<file path="config.mk">
export PLATFORM = sky130hd
export DESIGN_NAME = sc_bimul_rot_acc
export DESIGN_NICKNAME = d
export VERILOG_FILES = /design/src/rtl/sc_bimul_rot_acc.sv
export SDC_FILE = /design/constraint.sdc
export NUM_CORES = 1
export LEC_CHECK = 0
export ABC_AREA = 1
export BUFFER_PORTS_ARGS = -buffer_cell sky130_fd_sc_hd__buf_4
export CAP_MARGIN = 10
export CORE_MARGIN = 1
export CORE_UTILIZATION = 45
export CTS_CLUSTER_DIAMETER = 40
export DETAILED_ROUTE_END_ITERATION = 8
export SETUP_SLACK_MARGIN = 0.1
export SKIP_LAST_GASP = 1
export SYNTH_ARGS = -nofsm -noshare
export SYNTH_HDL_FRONTEND = slang
export SYNTH_SLANG_ARGS = --single-unit
</file>
<file path="constraint.sdc">
create_clock -name clk -period 3.6 [get_ports clk]
set_input_delay 0.36 -clock clk [delete_from_list [all_inputs] [get_ports clk]]
set_output_delay 0.36 -clock clk [all_outputs]
set_load 0.005 [all_outputs]
</file>
<file path="src/rtl/sc_bimul_rot_acc.sv">
// Bipolar stochastic multiplier with rotated LFSR B stream and run-length ones-count accumulation.
// Optional macro SC_BIMUL_SIGNED_OUT_EN adds the signed scaled product output o_val.
module sc_bimul_rot_acc #(
  parameter int WIDTH = 8,
  parameter int CNT_W = 2 * WIDTH
) (
  input  logic             clk,
  input  logic             rst_n,
  input  logic             start,
  input  logic [WIDTH-1:0] i_a,
  input  logic [WIDTH-1:0] i_b,
  input  logic [WIDTH-1:0] i_seed_a,
  input  logic [WIDTH-1:0] i_seed_b,
  input  logic [CNT_W-1:0] i_len,
  output logic             o_busy,
  output logic             o_bit,
  output logic             o_bit_vld,
  output logic             o_done,
`ifdef SC_BIMUL_SIGNED_OUT_EN
  output logic signed [CNT_W:0] o_val,
`endif
  output logic [CNT_W-1:0] o_cnt
);

  // Maximal-length tap masks, bit (tap-1) set for each polynomial term.
  localparam logic [15:0] TAPS16 =
    (WIDTH == 4)  ? 16'h000C :
    (WIDTH == 5)  ? 16'h0014 :
    (WIDTH == 6)  ? 16'h0030 :
    (WIDTH == 7)  ? 16'h0060 :
    (WIDTH == 10) ? 16'h0240 :
    (WIDTH == 12) ? 16'h0829 :
    (WIDTH == 16) ? 16'hD008 : 16'h00B8;
  localparam logic [WIDTH-1:0] TAP_MASK = TAPS16[WIDTH-1:0];

  typedef enum logic [1:0] {IDLE, RUN, DONE} state_t;

  function automatic logic [WIDTH-1:0] lfsr_step(input logic [WIDTH-1:0] s);
    logic fb;
    fb = ^(s & TAP_MASK);
    return {s[WIDTH-2:0], fb};
  endfunction

  function automatic logic [WIDTH-1:0] nonzero_seed(input logic [WIDTH-1:0] s);
    return (s == '0) ? WIDTH'(1) : s;
  endfunction

  state_t           state_q, state_d;
  logic [WIDTH-1:0] a_q, a_d, b_q, b_d, seed_a_q, seed_a_d;
  logic [WIDTH-1:0] lfsr_a_q, lfsr_a_d, lfsr_b_q, lfsr_b_d, lfsr_a_nxt;
  logic [CNT_W-1:0] len_q, len_d, cyc_q, cyc_d, cnt_q, cnt_d;
  logic             busy_q, busy_d, vld_q, vld_d, done_q, done_d;
  logic             a_bit, b_bit, prod;

  assign a_bit      = (a_q > lfsr_a_q);
  assign b_bit      = (b_q > lfsr_b_q);
  assign prod       = vld_q & ~(a_bit ^ b_bit);
  assign lfsr_a_nxt = lfsr_step(lfsr_a_q);

  always_comb begin
    state_d  = state_q;
    a_d      = a_q;
    b_d      = b_q;
    seed_a_d = seed_a_q;
    len_d    = len_q;
    lfsr_a_d = lfsr_a_q;
    lfsr_b_d = lfsr_b_q;
    cyc_d    = cyc_q;
    cnt_d    = cnt_q;
    case (state_q)
      IDLE: begin
        if (start) begin
          a_d      = i_a;
          b_d      = i_b;
          len_d    = i_len;
          seed_a_d = nonzero_seed(i_seed_a);
          lfsr_a_d = nonzero_seed(i_seed_a);
          lfsr_b_d = nonzero_seed(i_seed_b);
          cnt_d    = '0;
          cyc_d    = '0;
          state_d  = (i_len == '0) ? DONE : RUN;
        end
      end
      RUN: begin
        cnt_d    = cnt_q + CNT_W'(prod);
        lfsr_a_d = lfsr_a_nxt;
        // B holds for one cycle whenever A wraps back to its seed.
        if (lfsr_a_nxt != seed_a_q) lfsr_b_d = lfsr_step(lfsr_b_q);
        if (cyc_q == len_q - CNT_W'(1)) state_d = DONE;
        else cyc_d = cyc_q + CNT_W'(1);
      end
      DONE:    state_d = IDLE;
      default: state_d = IDLE;
    endcase
    busy_d = (state_d != IDLE);
    vld_d  = (state_d == RUN);
    done_d = (state_d == DONE);
  end

  always_ff @(posedge clk or negedge rst_n) begin
    if (!rst_n) begin
      state_q  <= IDLE;
      a_q      <= '0;
      b_q      <= '0;
      seed_a_q <= '0;
      len_q    <= '0;
      lfsr_a_q <= WIDTH'(1);
      lfsr_b_q <= WIDTH'(1);
      cyc_q    <= '0;
      cnt_q    <= '0;
      busy_q   <= 1'b0;
      vld_q    <= 1'b0;
      done_q   <= 1'b0;
    end else begin
      state_q  <= state_d;
      a_q      <= a_d;
      b_q      <= b_d;
      seed_a_q <= seed_a_d;
      len_q    <= len_d;
      lfsr_a_q <= lfsr_a_d;
      lfsr_b_q <= lfsr_b_d;
      cyc_q    <= cyc_d;
      cnt_q    <= cnt_d;
      busy_q   <= busy_d;
      vld_q    <= vld_d;
      done_q   <= done_d;
    end
  end

  assign o_busy    = busy_q;
  assign o_bit     = prod;
  assign o_bit_vld = vld_q;
  assign o_done    = done_q;
  assign o_cnt     = cnt_q;

`ifdef SC_BIMUL_SIGNED_OUT_EN
  // 2*cnt - len always fits in CNT_W+1 signed bits, so modular subtraction is exact.
  function automatic logic signed [CNT_W:0] to_bipolar(input logic [CNT_W-1:0] c,
                                                        input logic [CNT_W-1:0] l);
    logic [CNT_W:0] t;
    t = {c, 1'b0} - {1'b0, l};
    return $signed(t);
  endfunction

  logic signed [CNT_W:0] val_q, val_d;

  always_comb begin
    val_d = val_q;
    if (state_d == DONE) val_d = to_bipolar(cnt_d, len_d);
  end

  always_ff @(posedge clk or negedge rst_n) begin
    if (!rst_n) val_q <= '0;
    else        val_q <= val_d;
  end

  assign o_val = val_q;
`endif

endmodule

</file>
Yosys cells after proc, flatten, opt, wreduce, memory -nomap -nowiden --
Cells that the tools add are included.
Storage, ports and cells: bits of input ports 51, output and inout port bits 20, word-level logic and storage cells 55, register bits 93
Cells by class: equality and inequality tests 8, multiplexer cells 15, add/subtract/negate cells 3, reduce and logical (&&, ||, !) cells 12, magnitude comparators 2, bitwise operators 3
Operators with widths (count):
- 16-bit case mux with 2 select lines | 2
- 8-bit 2-to-1 mux | 5
- 16-bit 2-to-1 mux | 2
- 8-bit case mux with 2 select lines | 2
- 16-bit by 1-bit adder with 16-bit output | 1
- 16-bit by 1-bit adder with 16-bit output, second input constant | 1
- 16-bit == test | 1
- 8-bit greater-than comparator | 2
- 16-bit logical NOT | 1
- 8-bit logical NOT | 2
- 8-bit XOR reduction | 2
- 16-bit by 1-bit subtractor with 16-bit output, second input constant | 1
- 8-bit != test | 1
- 2-bit 2-to-1 mux | 3
- 2-bit != test, second input constant | 3
- 3-bit AND reduction | 2
- 2-bit by 1-bit == test with 1-bit output, second input constant | 2
- 2-bit case mux with 2 select lines | 1
- 2-bit AND reduction | 2
- 2-bit nonzero test | 2
- 2-bit == test, second input constant | 1
- 2-bit logical NOT | 1
- 1-bit bitwise AND | 1
- 1-bit NOT | 1
- 1-bit XOR | 1

Logic depth before layout (Yosys ltp) --
word-level depth 6, gate-level depth with buffers 23, mapped depth without buffers 23

Worst setup path after synthesis --
No wires, ideal clock.
path kind flip-flop to flip-flop, start point reg lfsr_a_q[3], end point reg cnt_q[14] (netlist: o_cnt[14]), stages on the path, launching flop included 20, setup time 0.120 ns, setup slack 0.749 ns, path buffers 0, clock period less this slack 2.851 ns, required time 3.480 ns, data arrival time 2.732 ns, path through dfrtp_1 inv_1 ha_1 nand2_1 o21ai_0 nand4_1 a31oi_1 nor2_1 nor2_1 ha_1 ha_1 nand2_1 nor2_1 nand2_1 nor3_1 nand2_1 nor3_1 nand3_1 o21ai_0 inv_1
Between the ends: longest elaborated chain between the ends 6
RTL lines:
- from (decl) | RTL line 50 | logic [WIDTH-1:0] lfsr_a_q, lfsr_a_d, lfsr_b_q, lfsr_b_d, lfsr_a_nxt;
- from (signal assigned) | RTL line 120 | lfsr_a_q <= lfsr_a_d;
- 8-bit greater-than comparator | RTL line 55 | assign a_bit = (a_q > lfsr_a_q);
- 1-bit XOR | RTL line 57 | assign prod = vld_q & ~(a_bit ^ b_bit);
- 1-bit NOT | RTL line 57
- 1-bit bitwise AND | RTL line 57
- net o_bit | RTL line 16 | output logic o_bit,
- 16-bit by 1-bit adder with 16-bit output | RTL line 85 | cnt_d = cnt_q + CNT_W'(prod);
- 16-bit case mux with 2 select lines | RTL line 70 | case (state_q)
- to (signal assigned) | RTL line 123 | cnt_q <= cnt_d;
- to (decl) | RTL line 51 | logic [CNT_W-1:0] len_q, len_d, cyc_q, cyc_d, cnt_q, cnt_d;
The timed path passes the listed nets, and every way through them passes these cells. A chain may end at the register's enable or synchronous reset.

Final worst setup path --
start point reg lfsr_a_q[3], end point reg cnt_q[12] (netlist: o_cnt[12])
Between the ends: longest elaborated chain between the ends 6
RTL lines (RTL line):
- 8-bit greater-than comparator | 55
- 1-bit XOR | 57
- 1-bit NOT | 57
- 1-bit bitwise AND | 57
- 16-bit by 1-bit adder with 16-bit output | 85
- 16-bit case mux with 2 select lines | 70
No other way between the ends.

==> results.txt <==
----------------------------------------------------
[Outcome]
  Outcome ... completed

[Worst setup path]
  Dominant delay contributor by cell family on the critical path ... simple AND/OR/NAND/NOR gates
  Worst endpoint required time ... 3.84 ns
  CP Capture Type ... flop
  Category of the most critical setup path ... reg2reg
  Startpoint Class ... flop
  Maximum cell stage delay along the critical path ... 0.39 ns
  Buffering stage count on the worst path with inverters included ... 2
  Maximum fanout along the worst path ... 3
  Cell with the most instances on the worst path ... sky130_fd_sc_hd__nand2_1
  Cells traversed along the worst timing path ... inv_1 -> ha_1 -> nand2_1 -> o21ai_0 -> nand4_1 -> a31oi_2 -> nor2_1 -> nor2_1 -> ha_1 -> ha_1 -> nand2_1 -> nor2_1 -> nand2_1 -> nor3_2 -> nand2_1 -> nor3_2 -> nand2_1 -> o21ai_0 -> inv_1
  Worst path arrival time ... about 3.4 ns
  Crit path max-delay cell type ... sky130_fd_sc_hd__dfrtp_1

[Power]
  Power per cell area ... approximately 830 nW/um2
  Switching power summed over all nets ... between 2 and 2.5 mW
  Static power due to leakage ... between 3 and 4 nW
  Overall power consumption ... about 5.4 mW
  Largest voltage drop on the vdd net ... about 0.40 mV
  Switching fraction of total power ... a little over two fifths
  Comb power frac ... a little under half
  Int Power ... 3.13 mW
  Part of the total power dissipated in the clock network ... about a fifth
  Sequential cell fraction of total power ... about a third

[STA]
  Clock skew ... just over 0.008 ns
  Unrepaired setup endpoints after global routing ... no
  Total negative setup slack ... 0 ns
  Pins over their slew limit ... 0
  Measured slew at the worst slew-check pin ... a little over 0.8 ns
  Final Hold Fails ... 0
  Setup-violating endpoint count in the final report ... 0
  Ratio of final minimum period to clock period ... between 80% and 90%
  Worst rel slew slack ... ~46%
  Shortest period the worst path allows ... ~3.2 ns
  Highest achievable clock rate ... 315 MHz

[Synthesis]
  Dominant register cell in the synthesized netlist ... sky130_fd_sc_hd__dfrtp_1
  Share of synthesized cell area in full adder, half adder and majority cells ... about 4.5%
  Share of flip-flops with an asynchronous set or reset ... 100%
  Post-Syn Area ... roughly 5500 um2
  Share of synthesized area spent on multiplexers ... less than 1%
  Total of warnings raised by yosys ... 0
  Count of different cell masters after synthesis ... just over 40
  Largest family of logic cells by synthesized area ... simple AND/OR/NAND/NOR gates
  Mean instance size in the synthesized netlist ... between 7 and 8 um2
  Instance count of the mapped netlist ... slightly above 700
  Synthesized-area fraction occupied by xor and xnor cells ... roughly 6.8%
  Simple-Gate Fraction of Synth Area ... between 30% and 40%
  Compound-Gate Fraction of Synth Area ... between 8 and 9%
  FF+latch count, synth ... 93
  Part of the Yosys area used for sequential elements ... a little over two fifths
  Number of flops mapped to enable cells by yosys ... 0
  Post-synthesis net count ... 792

[Route]
  Number of routed nets with antenna violations ... 0
  First-pass iteration count of the detailed router ... 4
  Via count ... 4,850
  Total wire length ... 13,600 um
  Uppermost layer routed ... met4
  First DRT Iteration DRCs ... around 240
  Met1 wire length ... between 6000 and 7000 um
  DR vias/cell ... about 5.2
  WL met2 ... roughly 6600 um
  Wire length per cell after detailed routing ... 14.5 um
  DRC violation count after routing ... 0
  Met3 routed wirelength ... 545 um

[Floorplanning]
  Placeable core region ... 12,000 um2
  Die X ... about 110 um
  Standard-cell rows ... 40
  Initial standard-cell utilization of the core ... approximately 46%
  Area enclosed by the die boundary ... roughly 13,000 um2
  Vertical die dimension ... approximately 110 um
  Total I/O pin count ... between 70 and 80

[Placement]
  Placer's final routability congestion estimate ... between 0.8 and 0.9
  Half-perimeter wire length after detailed placement ... between 9000 and 10,000 um
  # port buffers ... 70

[Worst hold path]
  Min-Delay Path Class ... in2async

[GRT]
  All-Layer GR Usage ... 23.3%
  Maximum number of pins on one net before global-route repair ... 64
  Global-route wire length before repair ... around 23,000 um
  Grt ovf ... 0
  Vias in the first global route ... roughly 4,900
  Initial antenna violation count ... 0

[Clocking]
  Deepest clock path buffer count ... 2
  CTS tree ... built
  Clock root buffer ... sky130_fd_sc_hd__clkbuf_16
  Clk pin slew, worst setup/hold paths ... roughly 0.07 ns
  Total CTS buffers ... 9
  Later-pin clock latency in the skew report ... around 0.35 ns
  Clk sinks ... 93
  Number of levels the H-tree was split into ... 3

[Final layout]
  Core utilization of the finished layout ... 54.7%
  Number of nets in the final layout ... 858
  Most common cell after layout, fill and taps aside ... sky130_fd_sc_hd__nand2_1
  Post-synthesis to final-layout area growth ... 18.6%
  Count of inserted antenna diode cells ... 0
  Top library cells by usage in the layout, fill and taps aside ... sky130_fd_sc_hd__nand2_1, sky130_fd_sc_hd__dfrtp_1, sky130_fd_sc_hd__buf_4
  Fraction of layout instances using a drive strength above 1 ... 16.7%
  Number of inserted filler cells in the final layout ... 1,147

[Job]
  MaxCap Viol Count ... 0

----------------------------------------------------
state kept, by name (all words and copies together), names as in the netlist:
name       flops
a_q            8
b_q            8
cyc_q         16
len_q         16
lfsr_a_q       8
lfsr_b_q       8
o_bit_vld      1
o_busy         1
o_cnt         16
o_done         1
seed_a_q       8
state_q        2
metrics by stage:
step / area [um2] / worst slack (ns) / hold slack (ns) / cells
floorplan: 5520 / 0.749 / 0.0644 / 721
finish: 6540 / 0.421 / 0.106 / 939
detailed placement: 6170 / 0.311 / 0.465 / 921
CTS: 6510 / 0.230 / 0.136 / 937
global placement: 6170 / 0.481 / 0.461 / 921
global route: 6540 / 0.0810 / 0.171 / 939
per-layer routing:
metal	up-vias	global-route usage [%]
li1	2442	-
met1	2284	29.1
met2	102	39.8
met3	22	3.91
met4	0	9.96
met5	-	0
layout make-up:
cell class / count / area [um2] / area share [%]
multi-input cells: 531 / 2830 / 43.2
flip-flops and latches: 93 / 2330 / 35.6
repair buffers: 78 / 586 / 8.95
inverters: 74 / 278 / 4.25
clock buffers: 11 / 253 / 3.86
well taps: 147 / 184 / 2.81
clock inverters: 5 / 82.6 / 1.26
cells in the mapped netlist (all sizes together) (4+ instances only):
cell    count  area (um2)
nand2     236         957
dfrtp      91        2280
inv        73         274
nor2       66         299
o21ai      58         290
nand3      44         220
xnor2      22         193
xor2       21         184
ha         20         250
clkbuf     19        72.6
nor3       16        85.1
a21oi      10        50.1
nand4       8        50.1
nand3b      6        45.0
o221ai      6        52.6
nor4        5        31.3
buf         4        31.3
power groups by stage:
| stage | Clock [mW] | Sequential (mW) | Combinational, mW |
|---|---|---|---|
| finish | 1.07 | 1.83 | 2.53 |
| global route | 1.13 | 1.89 | 2.92 |
| CTS | 1.09 | 1.83 | 2.53 |
| detailed placement | 0 | 1.84 | 2.51 |
| global placement | 0 | 1.83 | 2.45 |
| floorplan | 0 | 1.73 | 1.91 |
path summary, 6_finish.rpt:
check / start / to / slack [ns] / cells after the start
max: lfsr_a_q[3]$_DFFE_PN0P_ / o_cnt[12]$_DFFE_PN0P_ / 0.42 / 19
min: rst_n / len_q[8]$_DFFE_PN0P_ / 0.11 / 1
max reg2reg: lfsr_a_q[3]$_DFFE_PN0P_ / o_cnt[12]$_DFFE_PN0P_ / 0.42 / 19
min reg2reg: o_cnt[15]$_DFFE_PN0P_ / o_cnt[15]$_DFFE_PN0P_ / 0.48 / 1
max in group asynchronous: rst_n / lfsr_b_q[0]$_DFFE_PN1P_ / 2.68 / 2
min in group clk: i_a[4] / a_q[4]$_DFFE_PN0P_ / 0.21 / 3
timing repair:
| action | 4_1_cts | 5_1_grt |
|---|---|---|
| gates resized for setup | 0 | 3 |
| hold buffers | 0 | 0 |
| setup endpoints to repair | 0 | 2 |
| setup buffers | 0 | 2 |
cell families after synthesis:
group / count (synthesis)
buf+inv: 97
xor+xnor: 43
fa+ha+maj: 20
mux: 1
compound gates: 84
flops: 93
simple gates: 383
worst reg2reg max path: cells and delay by family (launching register included):
family / cells / cell delay, ns
compound gates: 3 / 0.57
fa+ha+maj: 3 / 0.71
buf+inv: 2 / 0.16
flops: 1 / 0.39
simple gates: 11 / 1.25
Note: power is estimated with default switching activity, not from simulation.
